==> src/rtl/video_pkg.sv <==
// Shared definitions for the text-mode video adapter register front-end.
// Holds the port offsets inside the adapter IO window, the default mode
// register values for the MDA and CGA adapters, the register select
// enumeration and the address decode helper used by isa_video_regs.
package video_pkg;

  // Offsets from the window base (3B0 for MDA, 3D0 for CGA).
  localparam logic [3:0] CRTC_IDX = 4'h4;
  localparam logic [3:0] CRTC_DAT = 4'h5;
  localparam logic [3:0] MODE     = 4'h8;
  localparam logic [3:0] COLOR    = 4'h9;
  localparam logic [3:0] STATUS   = 4'hA;
  localparam logic [3:0] LPEN_CLR = 4'hB;
  localparam logic [3:0] LPEN_SET = 4'hC;

  // Power-up mode register values.
  localparam logic [7:0] MDA_MODE_RESET = 8'h28;
  localparam logic [7:0] CGA_MODE_RESET = 8'h2C;

  typedef enum logic [2:0] {
    SEL_NONE,
    SEL_CRTC,
    SEL_MODE,
    SEL_COLOR,
    SEL_STATUS,
    SEL_LPEN_CLR,
    SEL_LPEN_SET
  } reg_sel_e;

  // Maps an ISA address onto the register it selects. The CRTC pair is
  // matched on the 8-port block only (upper address bits), the remaining
  // registers on the full address. Colour select and light-pen set exist
  // only in the CGA map. A high aen (DMA cycle) blocks every decode.
  function automatic reg_sel_e decode_reg(input logic [15:0] base,
                                          input logic        cga,
                                          input logic [15:0] addr,
                                          input logic        aen);
    reg_sel_e sel;
    sel = SEL_NONE;
    if (!aen) begin
      if ((addr[15:3] == base[15:3]) &&
          ((addr[2:0] == CRTC_IDX[2:0]) || (addr[2:0] == CRTC_DAT[2:0])))
        sel = SEL_CRTC;
      else if (addr == base + {12'h000, MODE})
        sel = SEL_MODE;
      else if (cga && (addr == base + {12'h000, COLOR}))
        sel = SEL_COLOR;
      else if (addr == base + {12'h000, STATUS})
        sel = SEL_STATUS;
      else if (addr == base + {12'h000, LPEN_CLR})
        sel = SEL_LPEN_CLR;
      else if (cga && (addr == base + {12'h000, LPEN_SET}))
        sel = SEL_LPEN_SET;
    end
    return sel;
  endfunction

endpackage

==> src/rtl/sync_edge.sv <==
// Two-flop synchroniser for an asynchronous level, plus an edge-detect
// stage that produces single-cycle rise/fall pulses on the synced level.
// Ports:
//   clk, reset  clock and synchronous active-high reset
//   d           asynchronous input level
//   q           synchronised level (2 flops behind d)
//   rise, fall  one-cycle pulses when q changes 0->1 / 1->0
// INIT is the idle level of the input; all stages reset to it so that no
// spurious edge is reported when reset is released.
module sync_edge #(
  parameter logic INIT = 1'b0
) (
  input  logic clk,
  input  logic reset,
  input  logic d,
  output logic q,
  output logic rise,
  output logic fall
);

  logic meta_reg;
  logic sync_reg;
  logic prev_reg;

  always_ff @(posedge clk) begin
    if (reset) begin
      meta_reg <= INIT;
      sync_reg <= INIT;
      prev_reg <= INIT;
    end else begin
      meta_reg <= d;
      sync_reg <= meta_reg;
      prev_reg <= sync_reg;
    end
  end

  assign q    = sync_reg;
  assign rise = sync_reg & ~prev_reg;
  assign fall = ~sync_reg & prev_reg;

endmodule

==> src/rtl/isa_video_regs.sv <==
// ISA register front-end and blink timebase for the MDA/CGA text adapters.
// Decodes the 3Bx (MDA) or 3Dx (CGA) IO window, synchronises the ISA
// strobes, holds the mode / colour-select / light-pen registers, builds
// the status byte and generates the frame-based cursor and character
// blink phases.
// Ports:
//   clk, reset                 pixel clock, synchronous active-high reset
//   bus_a, bus_d, bus_aen      ISA address, write data, DMA address enable
//   bus_ior_l, bus_iow_l       ISA IO strobes (asynchronous, active-low)
//   bus_out, bus_dir           read data and read-drive enable
//   crtc_cs/a0/read/write      crtc6845 access; read/write synchronised
//   crtc_bus_out               crtc6845 read data
//   vsync, hsync, display_enable, video   timing/pixel feedback
//   crtc_mem_addr              current CRTC address (light-pen latch source)
//   lpen_in                    asynchronous light-pen trigger
//   mode_reg, color_reg        mode control and colour select registers
//   lpen_addr                  latched light-pen address
//   blink_cursor, blink_char   blink phases
module isa_video_regs
  import video_pkg::*;
#(
  parameter logic [15:0] IO_BASE_ADDR = 16'h3B0,
  parameter int          CGA_MODE     = 0,
  parameter logic [7:0]  MODE_RESET   = 8'h28,
  parameter int          BLINK_FRAMES = 16
) (
  input  logic        clk,
  input  logic        reset,
  input  logic [15:0] bus_a,
  input  logic        bus_ior_l,
  input  logic        bus_iow_l,
  input  logic        bus_aen,
  input  logic [7:0]  bus_d,
  output logic [7:0]  bus_out,
  output logic        bus_dir,
  output logic        crtc_cs,
  output logic        crtc_a0,
  output logic        crtc_read,
  output logic        crtc_write,
  input  logic [7:0]  crtc_bus_out,
  input  logic        vsync,
  input  logic        hsync,
  input  logic        display_enable,
  input  logic        video,
  input  logic [13:0] crtc_mem_addr,
  input  logic        lpen_in,
  output logic [7:0]  mode_reg,
  output logic [7:0]  color_reg,
  output logic [13:0] lpen_addr,
  output logic        blink_cursor,
  output logic        blink_char
);

  localparam logic IS_CGA = (CGA_MODE != 0);
  localparam int   FCW    = (BLINK_FRAMES > 2) ? $clog2(BLINK_FRAMES) : 1;
  localparam logic [FCW-1:0] FRAME_LAST = FCW'(BLINK_FRAMES - 1);
  localparam logic [FCW-1:0] FRAME_HALF = FCW'(BLINK_FRAMES / 2 - 1);

  // Synchroniser lanes: 0 = ior_l, 1 = iow_l, 2 = lpen_in, 3 = vsync.
  localparam int         NSYNC     = 4;
  localparam logic [3:0] SYNC_INIT = 4'b0011;

  logic [NSYNC-1:0] sync_d;
  logic [NSYNC-1:0] sync_q;
  logic [NSYNC-1:0] sync_rise;
  logic [NSYNC-1:0] sync_fall;

  assign sync_d = {vsync, lpen_in, bus_iow_l, bus_ior_l};

  generate
    for (genvar gi = 0; gi < NSYNC; gi++) begin : g_sync
      sync_edge #(
        .INIT (SYNC_INIT[gi])
      ) u_sync (
        .clk   (clk),
        .reset (reset),
        .d     (sync_d[gi]),
        .q     (sync_q[gi]),
        .rise  (sync_rise[gi]),
        .fall  (sync_fall[gi])
      );
    end
  endgenerate

  logic ior_sync;
  logic iow_sync;
  logic iow_fall;
  logic lpen_sw;
  logic lpen_rise;
  logic vsync_rise;

  assign ior_sync   = sync_q[0];
  assign iow_sync   = sync_q[1];
  assign iow_fall   = sync_fall[1];
  assign lpen_sw    = sync_q[2];
  assign lpen_rise  = sync_rise[2];
  assign vsync_rise = sync_rise[3];

  logic unused_edges;
  assign unused_edges = &{1'b0, sync_rise[1:0], sync_fall[0], sync_fall[3:2]};

  reg_sel_e sel;
  assign sel = decode_reg(IO_BASE_ADDR, IS_CGA, bus_a, bus_aen);

  // The strobe synchronisers reset to the idle (high) level, so a strobe
  // held low across reset would look like a fresh falling edge once reset
  // lifts. Commits stay disarmed until the synced strobe has been seen high
  // with real samples in both sync stages (two cycles after reset).
  logic [1:0] rst_pipe_reg;
  logic       iow_armed_reg;

  always_ff @(posedge clk) begin
    if (reset) begin
      rst_pipe_reg  <= 2'b11;
      iow_armed_reg <= 1'b0;
    end else begin
      rst_pipe_reg  <= {rst_pipe_reg[0], 1'b0};
      if ((rst_pipe_reg == 2'b00) && iow_sync)
        iow_armed_reg <= 1'b1;
    end
  end

  logic commit;
  logic wr_mode;
  logic wr_color;
  logic wr_lpen_clr;
  logic wr_lpen_set;

  assign commit      = iow_fall & iow_armed_reg;
  assign wr_mode     = commit & (sel == SEL_MODE);
  assign wr_color    = commit & (sel == SEL_COLOR);
  assign wr_lpen_clr = commit & (sel == SEL_LPEN_CLR);
  assign wr_lpen_set = commit & (sel == SEL_LPEN_SET);

  logic lpen_flag_reg;

  always_ff @(posedge clk) begin
    if (reset) begin
      mode_reg      <= MODE_RESET;
      color_reg     <= 8'h00;
      lpen_addr     <= 14'h0000;
      lpen_flag_reg <= 1'b0;
    end else begin
      if (wr_mode)
        mode_reg <= bus_d;
      if (wr_color)
        color_reg <= bus_d;
      // A clear on the same cycle as a pen edge wins and the edge is lost;
      // a set write and an edge together give a single latch.
      if (wr_lpen_clr) begin
        lpen_flag_reg <= 1'b0;
      end else if (wr_lpen_set || (lpen_rise && !lpen_flag_reg)) begin
        lpen_addr     <= crtc_mem_addr;
        lpen_flag_reg <= 1'b1;
      end
    end
  end

  // Blink timebase: the cursor phase flips at the half-way frame and at the
  // wrap, the character phase at the wrap only.
  logic [FCW-1:0] frame_cnt_reg;

  always_ff @(posedge clk) begin
    if (reset) begin
      frame_cnt_reg <= '0;
      blink_cursor  <= 1'b0;
      blink_char    <= 1'b0;
    end else if (vsync_rise) begin
      if (frame_cnt_reg == FRAME_LAST) begin
        frame_cnt_reg <= '0;
        blink_cursor  <= ~blink_cursor;
        blink_char    <= ~blink_char;
      end else begin
        frame_cnt_reg <= frame_cnt_reg + 1'b1;
        if (frame_cnt_reg == FRAME_HALF)
          blink_cursor <= ~blink_cursor;
      end
    end
  end

  // Read path is combinational from the raw ior_l so bus_dir meets ISA
  // timing; only the CRTC handshake uses the synced strobes.
  logic [7:0] status_byte;

  assign status_byte = IS_CGA ? {4'hF, vsync, lpen_sw, lpen_flag_reg, ~display_enable}
                              : {4'hF, video, 2'b00, hsync};

  assign crtc_cs    = (sel == SEL_CRTC);
  assign crtc_a0    = bus_a[0];
  assign crtc_read  = crtc_cs & ~ior_sync;
  assign crtc_write = crtc_cs & ~iow_sync;
  assign bus_dir    = (crtc_cs | (sel == SEL_STATUS)) & ~bus_ior_l;

  always_comb begin
    bus_out = 8'h00;
    if (sel == SEL_STATUS)
      bus_out = status_byte;
    else if (crtc_cs && crtc_a0)
      bus_out = crtc_bus_out;
  end

endmodule

==> config.mk <==
export PLATFORM = sky130hd
export DESIGN_NAME = isa_video_regs
export DESIGN_NICKNAME = d
export VERILOG_FILES = /design/src/rtl/video_pkg.sv /design/src/rtl/sync_edge.sv /design/src/rtl/isa_video_regs.sv
export SDC_FILE = /design/constraint.sdc
export NUM_CORES = 1
export LEC_CHECK = 0
export CORE_MARGIN = 2
export CORE_UTILIZATION = 35
export DETAILED_ROUTE_END_ITERATION = 16
export PLACE_DENSITY = 0.8
export SETUP_SLACK_MARGIN = 0.02
export SYNTH_ARGS = -nofsm -noshare
export SYNTH_HDL_FRONTEND = slang
export SYNTH_SLANG_ARGS = --single-unit
==> constraint.sdc <==
create_clock -name clk -period 2 [get_ports clk]
set_input_delay 0.3 -clock clk [delete_from_list [all_inputs] [get_ports clk]]
set_output_delay 0.3 -clock clk [all_outputs]
set_load 0.02 [all_outputs]
Word level (Yosys, flattened, before mapping)
Index checks and enable logic that the tools add are counted.

Flip-flop bits (word level): 51. Bits in latches: 0. RAM bits: 0. Bits in read-only memories: 0. Input port bits: 56. Output and inout port bits: 45. Word-level logic and storage cells: 80. Memories kept: 0.

Add/sub/neg operators: 1. Multiply operators: 0. Div/mod/pow operators: 0. $lt $le $gt $ge: 0. Equality and inequality tests: 14. Shift-type cells: 0. Muxes and demuxes: 11. Bitwise logic cells: 20. Reductions and logical operators: 13.

Operators by type and width (number): $eq 16x10->1 const B (3); $mux 8 (2); $eq 3x3->1 const B (5); $mux 3 (5); $eq 13x7->1 const B (1); $and 1x1->1 (11); $not 1->1 (8); $eq 3x2->1 const B (2); $reduce_and 2->1 (3); $add 4x1->4 const B (1); $eq 4x3->1 const B (1); $eq 4x4->1 const B (1); $logic_and 1x1->1 (4); $mux 4 (1); $eq 3x1->1 const B (1); $mux 1 (3); $logic_not 2->1 (1); $logic_or 1x1->1 (2); $reduce_bool 2->1 (1); $reduce_or 2->1 (1); $logic_not 1->1 (1); $or 1x1->1 (1).

Longest topological paths before layout
Gate-level depths: netlist of the first run.

Depth in word-level cells: 10. Gate-level depth with buffers: 6. Mapped depth without buffers: 5.

Cells and area by module
A second synthesis of the first run with hierarchy kept.

Cell total of the unflattened synthesis: 253. Area total of the unflattened synthesis: 2362.3 um^2.

Modules (own cells, without submodules): isa_video_regs (times used 1, cells each 221, area an instance 1994.4 um^2, sequential area each 800.8 um^2); sync_edge (g_sync[0].u_sync ...) (times used 2, cells each 8, area an instance 92.6 um^2, sequential area each 60.1 um^2); sync_edge (g_sync[2].u_sync ...) (times used 2, cells each 8, area an instance 91.3 um^2, sequential area each 60.1 um^2).

Worst setup path before layout of the first run
No wires, ideal clock.

Path kind: input port to output port. Start point: input bus_a[6]. End point: output bus_dir. Data arrival time: 1.462 ns. Required time: 1.700 ns. Path slack: 0.238 ns. Stages on the path: 4. Path buffers: 0. Cells stage by stage: and4bb_4 > nand4_1 > or2_2 > a21oi_1.

Cells in the longest elaborated chain, start to end: 9. Elaborated cells on any way between the ends: 14.

Ends and longest elaborated chain: start, declared (RTL line isa_video_regs.sv:29) `input logic [15:0] bus_a,`; $eq 16x10->1 (RTL line video_pkg.sv:50) `else if (addr == base + {12'h000, LPEN_CLR})`; $mux 3 (RTL line video_pkg.sv:50); $mux 3 (RTL line video_pkg.sv:48) `else if (addr == base + {12'h000, STATUS})`; $mux 3 (RTL line video_pkg.sv:44) `else if (addr == base + {12'h000, MODE})`; $mux 3 (*) (RTL line video_pkg.sv:41) `if ((addr[15:3] == base[15:3]) &&`; $mux 3 (*) (RTL line video_pkg.sv:40) `if (!aen) begin`; $eq 3x1->1 / $eq 3x3->1 (equally long branches) (RTL line isa_video_regs.sv:188, isa_video_regs.sv:192); $or 1x1->1 (*) (RTL line isa_video_regs.sv:192) `assign bus_dir = (crtc_cs | (sel == SEL_STATUS)) & ~bus_ior_l;`; $and 1x1->1 (*) (RTL line isa_video_regs.sv:192); end, declared (RTL line isa_video_regs.sv:35) `output logic bus_dir,`.

Mark *: on every way between the ends. The rest lies on a longest branch, timed or not.

Worst setup path after layout of the first run
Start point: input bus_a[2]. End point: output bus_dir.

Same word-level chain as after synthesis.

==> results of run 1 <==
## cell type report
type                       count  area (um^2)
clock buffer                   6         82.6
clock inverter                 2         16.3
fill                         563         2800
inverter                       4         15.0
multi-input combinational    174         1150
sequential                    51         1020
tap                           77         96.3
timing repair buffer         117         1130
## routing by layer
layer	up-vias	GRT usage [%]	share of wire, %
met5	-	0	0
met1	1003	20.2	43
met2	75	27.5	48
met4	0	3.03	0.25
met3	2	5.90	8.7
li1	1102	-	-
## worst max-delay path: cells and delay by family
family / cells / cell delay [ns]
buf+inv: 3 / 0.53
compound gates: 1 / 0.12
simple gates: 3 / 0.65
## cell usage in the layout (no fill, tap or decap), types with 2 or more instances in the layout
cell type        count
clkdlybuf4s50_1     71
dfxtp_1             51
nand2_1             34
buf_4               16
nor2b_1             15
nor3b_1             14
a32oi_1             14
a21oi_1             12
nor2_1              11
dlygate4sd2_1       11
nand3_1              9
o21ai_0              9
o311ai_1             9
buf_6                8
or2_2                7
clkbuf_8             6
o311ai_0             5
inv_1                4
a21o_2               4
nor3_1               4
buf_2                4
xor2_1               3
buf_12               3
nand4_1              2
a22o_4               2
and2_4               2
or3_1                2
clkdlybuf4s15_1      2
clkbuf_2             2
## repair_timing
item	in CTS	in global routing
gates resized for setup	78	17
setup buffers	2	1
pin swaps	11	5
setup endpoints to repair	12	11
## where the power goes
part	internal, uW	switching [uW]
Sequential	1050	19.5
Clock	283	337
Combinational	163	111
Total	1490	467
## kinds of logic after synthesis
kind of cell             share of synthesized area [%]
AO/OA/AOI/OAI                                     18.1
XOR/XNOR                                          1.16
adder cells (fa/ha/maj)                          0.551
buffers and inverters                             6.00
flip-flops                                        44.9
multiplexers                                     0.936
AND/OR/NAND/NOR                                   28.4
## final timing paths
kind	end	slack [ns]	cells after the start
min reg2reg	g_sync[1].u_sync.q$_SDFF_PP1_	0.42	1
max reg2reg	lpen_addr[6]$_SDFFE_PP0P_	0.48	5
min	rst_pipe_reg[0]$_DFF_P_	0.37	2
max	bus_dir	0.1	7
## Yosys cell counts
cell      instances
and4b_4           1
xor2_1            3
and2_1            3
and3_1            1
inv_1             4
ha_1              1
and4_1            1
nand2_1          34
nor3_2            1
a22o_2            2
or3b_1            1
nor3b_1          14
a21oi_1          13
buf_2             4
a21o_2            4
buf_6             4
or2_2             8
nor3_1            4
and4bb_4          1
nand4_2           1
dfxtp_1          51
o311ai_1          9
nand3b_1          1
buf_4             1
a32oi_1          14
nor2b_1          15
nand4_1           2
mux2i_1           1
or3_1             2
o311ai_0          5
nor4_4            1
mux2_2            1
clkbuf_1         13
nor2_1           11
o21ai_0           9
nor3b_2           1
nand3_1           9
## metrics by stage
stage | utilization [%] | hold WS, ns | std cells | cell area, um^2 | setup TNS [ns]
3_3_place_gp | 53.6 | 0.392 | 420 | 3380 | -7.49
2_1_floorplan | - | 0.328 | 251 | 2270 | 0
6_report | 55.6 | 0.374 | 431 | 3510 | 0
3_5_place_dp | 53.6 | 0.397 | 420 | 3380 | -7.75
5_1_grt | 55.6 | 0.361 | 431 | 3510 | 0
4_1_cts | 55.0 | 0.361 | 430 | 3470 | 0
==> flow_metrics.py, run 1 <==
metrics = {
    "synth": {
        "yosysWarningCount": 0,
        "avgSynthCellArea_um2": 9.05,
        "yosysTopAreaCellShare_pct": 44.9,
        "synth_cells": 251,
        "syn-cell-area_um2": 2270,
        "ys_ff_latch": 51,
        "ys_top_cells_by_area": "dfxtp_1 (45%), nand2_1 (5.6%), a32oi_1 (5.4%), nor3b_1 (4.6%), nor2b_1 (4.1%)",
        "ys_seq_area_share_pct": 44.9,
        "synth_cell_types": 37,
        "yosysTopAreaCell": "dfxtp_1",
        "synth_nets": 308,
    },
    "route": {
        "wl_mm": 6.00,
        "viasPerCell": 5.06,
        "postRouteAntennaNets": 0,
        "vias": 2182,
        "drc_errors": 0,
        "dr.pass1.iters": 6,
        "wl_per_cell_um": 13.9,
        "drt_iter0_markers": 98,
    },
    "sta": {
        "finalWorstSetupSlack_ns": 0.0964,
        "min_period_ns": 1.90,
        "rsz0062_at_grt": "no",
        "setup_viol": 0,
        "clock_skew_ns": 0.00515,
        "finalCritPeriodShare_pct": 95.2,
        "finalHoldViolCount": 0,
        "max_slew.worst_pin.slew_ns": 0.448,
        "relSlewSlack_pct": 70.1,
        "max_freq_mhz": 525,
        "final_max_slew_viol_count": 0,
    },
    "die": {
        "core_um2": 6310,
        "chipWidth_um": 84.6,
        "rows": 29,
        "ios": 101,
        "start_util_pct": 36.0,
        "die_area_um2": 7150,
        "fp.dieH_um": 84.6,
    },
    "layout": {
        "drive_above_1_share_pct": 18.6,
        "syn2layout_area_growth_pct": 54.5,
        "largest_reg_flops": 14,
        "antennaDiodeCount": 0,
        "num-nets-final": 410,
    },
    "clock_network": {
        "clockBufferDepth": 2,
        "numCtsBuffers": 5,
        "clk_pin_slew_worst_paths_ns": 0.09,
        "insertion_delay_ns": 0.30,
        "cts_tree": "done",
        "cts.sinks": 51,
        "clock-root-buffer": "clkbuf_8",
        "cts_hold_buf": 0,
        "h-tree-depth": 2,
    },
    "setup_path": {
        "crit_slowest_cell": "and4b_4",
        "r2r-start": "g_sync[2].u_sync.q$_SDFF_PP0_",
        "crit_path_end_kind": "primary output",
        "worstSetupPathType": "in2out",
        "crit_path_max_fanout": 2,
        "max_stage_delay_ns": 0.33,
        "crit_arrival_ns": 1.60,
        "startpoint": "bus_a[2]",
        "critPathRequiredTime_ns": 1.70,
        "setup.worst_path.start_class": "primary input",
        "crit_top_cell": "buf_4",
        "cp_cell_sequence": "dlygate4sd2_1 > and4b_4 > and4_1 > buf_4 > nand3_1 > a21oi_2 > buf_4",
    },
    "power": {
        "power_leakage_uw": 0.00130,
        "vdd_drop_max_mv": 0.447,
        "total_power_uw": 1960,
        "powerDensity_nw_per_um2": 558,
    },
    "placed_design": {
        "gp_congestion": 0.799,
        "port_buffers": 99,
        "dp_hpwl_mm": 4.14,
        "place_ws_ns": -0.710,
    },
    "hold_path": {
        "worstHoldStart": "reset",
        "hold_path_class": "in2reg",
    },
    "run_status": {
        "status": "complete, no violations",
    },
    "global_route": {
        "grt_overflow": 0,
        "grt_antenna_before_repair": 0,
        "grt_pass1_wl_mm": 9.65,
        "grt_usage_pct": 16.3,
        "grt_pass1_vias": 2093,
        "grt_max_degree": 50,
    },
    "flow_run": {
        "maxCapViolCount": 0,
    },
}
Note: power is estimated with default switching activity, not from simulation.
==> inputs of run 2 (changes only) <==
--- a/config.mk
+++ b/config.mk
@@ -6,9 +6,9 @@
 export NUM_CORES = 1
 export LEC_CHECK = 0
 export CORE_MARGIN = 2
-export CORE_UTILIZATION = 35
+export CORE_UTILIZATION = 42
 export DETAILED_ROUTE_END_ITERATION = 16
-export PLACE_DENSITY = 0.8
+export PLACE_DENSITY = 0.91
 export SETUP_SLACK_MARGIN = 0.02
 export SYNTH_ARGS = -nofsm -noshare
 export SYNTH_HDL_FRONTEND = slang
==> run 2 against run 1 <==
  * Sequential cell count did not move
  * Combinational power about the same
  * First-iteration DRC count increased by 26%
  * Die area shrank 16%
  * Register-to-register slack barely moved
  * Clock power fell by 6.0%
  * Utilization grew 12 points
  * Non-clock buffer count rose by 2
  * Global-route usage rose by 3.9 points
  * Worst hold slack improved by 0.016 ns
  * Clock skew rose by 0.0047 ns
  * Via count is 3.3% higher
  * Critical path type unchanged
==> flow_metrics.py, run 2 (same netlist as run 1, synthesis figures left out) <==
metrics = {
    "setup_path": {
        "crit_path_max_fanout": 6,
        "rr_worst_depth": 5,
        "r2r-start": "g_sync[2].u_sync.q$_SDFF_PP0_",
        "reg2reg_to": "lpen_addr[1]$_SDFFE_PP0P_",
        "setup.worst_path.start_class": "primary input",
        "crit_arrival_ns": 1.64,
        "startpoint": "bus_aen",
        "worstSetupPathType": "in2out",
        "critPathRequiredTime_ns": 1.70,
        "rrSetupSlack_ns": 0.47,
        "crit_path_end_kind": "primary output",
    },
    "clock_network": {
        "numCtsBuffers": 5,
        "cts_hold_buf": 0,
        "insertion_delay_ns": 0.30,
        "clockBufferDepth": 2,
        "h-tree-depth": 2,
        "cts_tree": "done",
        "cts.sinks": 51,
        "clk_pin_slew_worst_paths_ns": 0.09,
        "clock-root-buffer": "clkbuf_8",
    },
    "power": {
        "vdd_drop_max_mv": 0.512,
        "switching_share_pct": 23.0,
        "seqPwrFrac_pct": 55.5,
        "comb_power_share_pct": 14.3,
        "clkPwrFrac_pct": 30.2,
        "powerDensity_nw_per_um2": 548,
        "p_switching_uw": 443,
        "power_leakage_uw": 0.00130,
        "internal-power_uw": 1480,
    },
    "sta": {
        "max_freq_mhz": 515,
        "final_max_slew_viol_count": 0,
        "setup_viol": 0,
        "finalHoldViolCount": 0,
        "max_slew.worst_pin.slew_ns": 0.448,
        "setup_tns_ns": 0,
        "clock_skew_ns": 0.00988,
        "finalCritPeriodShare_pct": 97.1,
        "rsz0062_at_grt": "yes",
        "relSlewSlack_pct": 70.1,
        "min_period_ns": 1.94,
    },
    "die": {
        "fp.dieH_um": 77.6,
        "die_area_um2": 6010,
        "ios": 101,
        "chipWidth_um": 77.6,
        "rows": 26,
        "core_um2": 5170,
        "start_util_pct": 43.9,
    },
    "global_route": {
        "grt_antenna_before_repair": 0,
        "grt_overflow": 0,
        "grt_max_degree": 38,
        "grt_pass1_wl_mm": 9.87,
        "grt_usage_pct": 20.2,
        "grt_pass1_vias": 2173,
    },
    "route": {
        "vias": 2253,
        "wl_per_cell_um": 14.6,
        "postRouteAntennaNets": 0,
        "dr.pass1.iters": 4,
        "drc_errors": 0,
        "viasPerCell": 5.30,
        "wl_mm": 6.21,
        "drt_iter0_markers": 123,
    },
    "placed_design": {
        "port_buffers": 99,
        "dp_cells": 414,
        "dp_hpwl_mm": 4.44,
        "gp_congestion": 0.742,
    },
    "layout": {
        "layout_commonest_cell": "clkdlybuf4s50_1",
        "antennaDiodeCount": 0,
        "drive_above_1_share_pct": 20.0,
        "num-nets-final": 412,
        "largest_reg_flops": 14,
        "final_cells": 425,
        "fillers": 397,
        "fin_util_pct": 67.9,
        "syn2layout_area_growth_pct": 54.5,
        "layout_common_cells": "clkdlybuf4s50_1 (71), dfxtp_1 (51), nand2_1 (34), buf_4 (19), nor2b_1 (15)",
    },
    "flow_run": {
        "maxCapViolCount": 0,
    },
    "hold_path": {
        "hold_path_class": "in2reg",
        "hold_end": "color_reg[3]$_SDFFE_PP0P_",
        "min_path_cells": 2,
        "worstHoldStart": "reset",
    },
    "run_status": {
        "status": "complete, no violations",
    },
}
[run 2: cell count changes in the layout (fill, tap and decap cells not counted), sizes merged]
cell           previous run  this run
clkbuf                    8        11
clkdlybuf4s15             2         5
clkinvlp                  1         0
dlygate4sd2              11         6
buf                      31        32
[run 2: critical path: stages]
cell and delay, ns:
clkdlybuf4s15_1 0.16, and4bb_4 0.31, nand4_1 0.14, nor3_2 0.28, buf_4 0.22, a22o_4 0.13, buf_6 0.11
[run 2: how the worst max path moves through the flow]
stage | end | slack, ns | cells after the start
global placement | bus_dir | -0.69 | 6
detailed placement | bus_dir | -0.72 | 6
finish | bus_out[3] | 0.06 | 7
CTS | bus_out[7] | 0.02 | 7
floorplan | bus_dir | 0.24 | 4
global route | bus_out[3] | -0.02 | 7
[run 2: power groups by stage]
stage          registers, uW  logic [uW]  clock network, uW
2_1_floorplan           1110        86.8                  0
3_3_place_gp            1090         272                  0
3_5_place_dp            1090         279                  0
4_1_cts                 1070         275                598
5_1_grt                 1070         295                634
6_report                1070         276                582
[run 2: metal layers]
metal	wire (um)	track usage, %	vias to the layer above
met5	0	0	-
met4	58	5.00	0
met3	395	5.00	7
met2	3170	38.4	87
met1	2590	22.2	1050
li1	-	-	1109
[run 2: timing repair]
| action | CTS | global route |
|---|---|---|
| setup buffers | 3 | 1 |
| setup endpoints to repair | 12 | 11 |
| pin swaps | 9 | 7 |
| resized for setup | 83 | 22 |
[run 2: metrics by stage]
step	cell area (um^2)	power, uW	hold slack [ns]	worst slack [ns]
2_1_floorplan	2270	1200	0.328	0.238
3_3_place_gp	3370	1360	0.394	-0.687
5_1_grt	3510	2000	0.415	-0.0213
6_report	3510	1930	0.390	0.0572
3_5_place_dp	3370	1370	0.396	-0.721
4_1_cts	3490	1940	0.379	0.0245
[run 2: cell type report]
class	count	area (um^2)	area share [%]
multi-input combinational	174	1180	33.5
timing repair buffer	119	1120	32.0
sequential	51	1020	29.1
tap	70	87.6	2.49
clock buffer	6	82.6	2.35
inverter	4	15.0	0.428
clock inverter	1	5.00	0.143
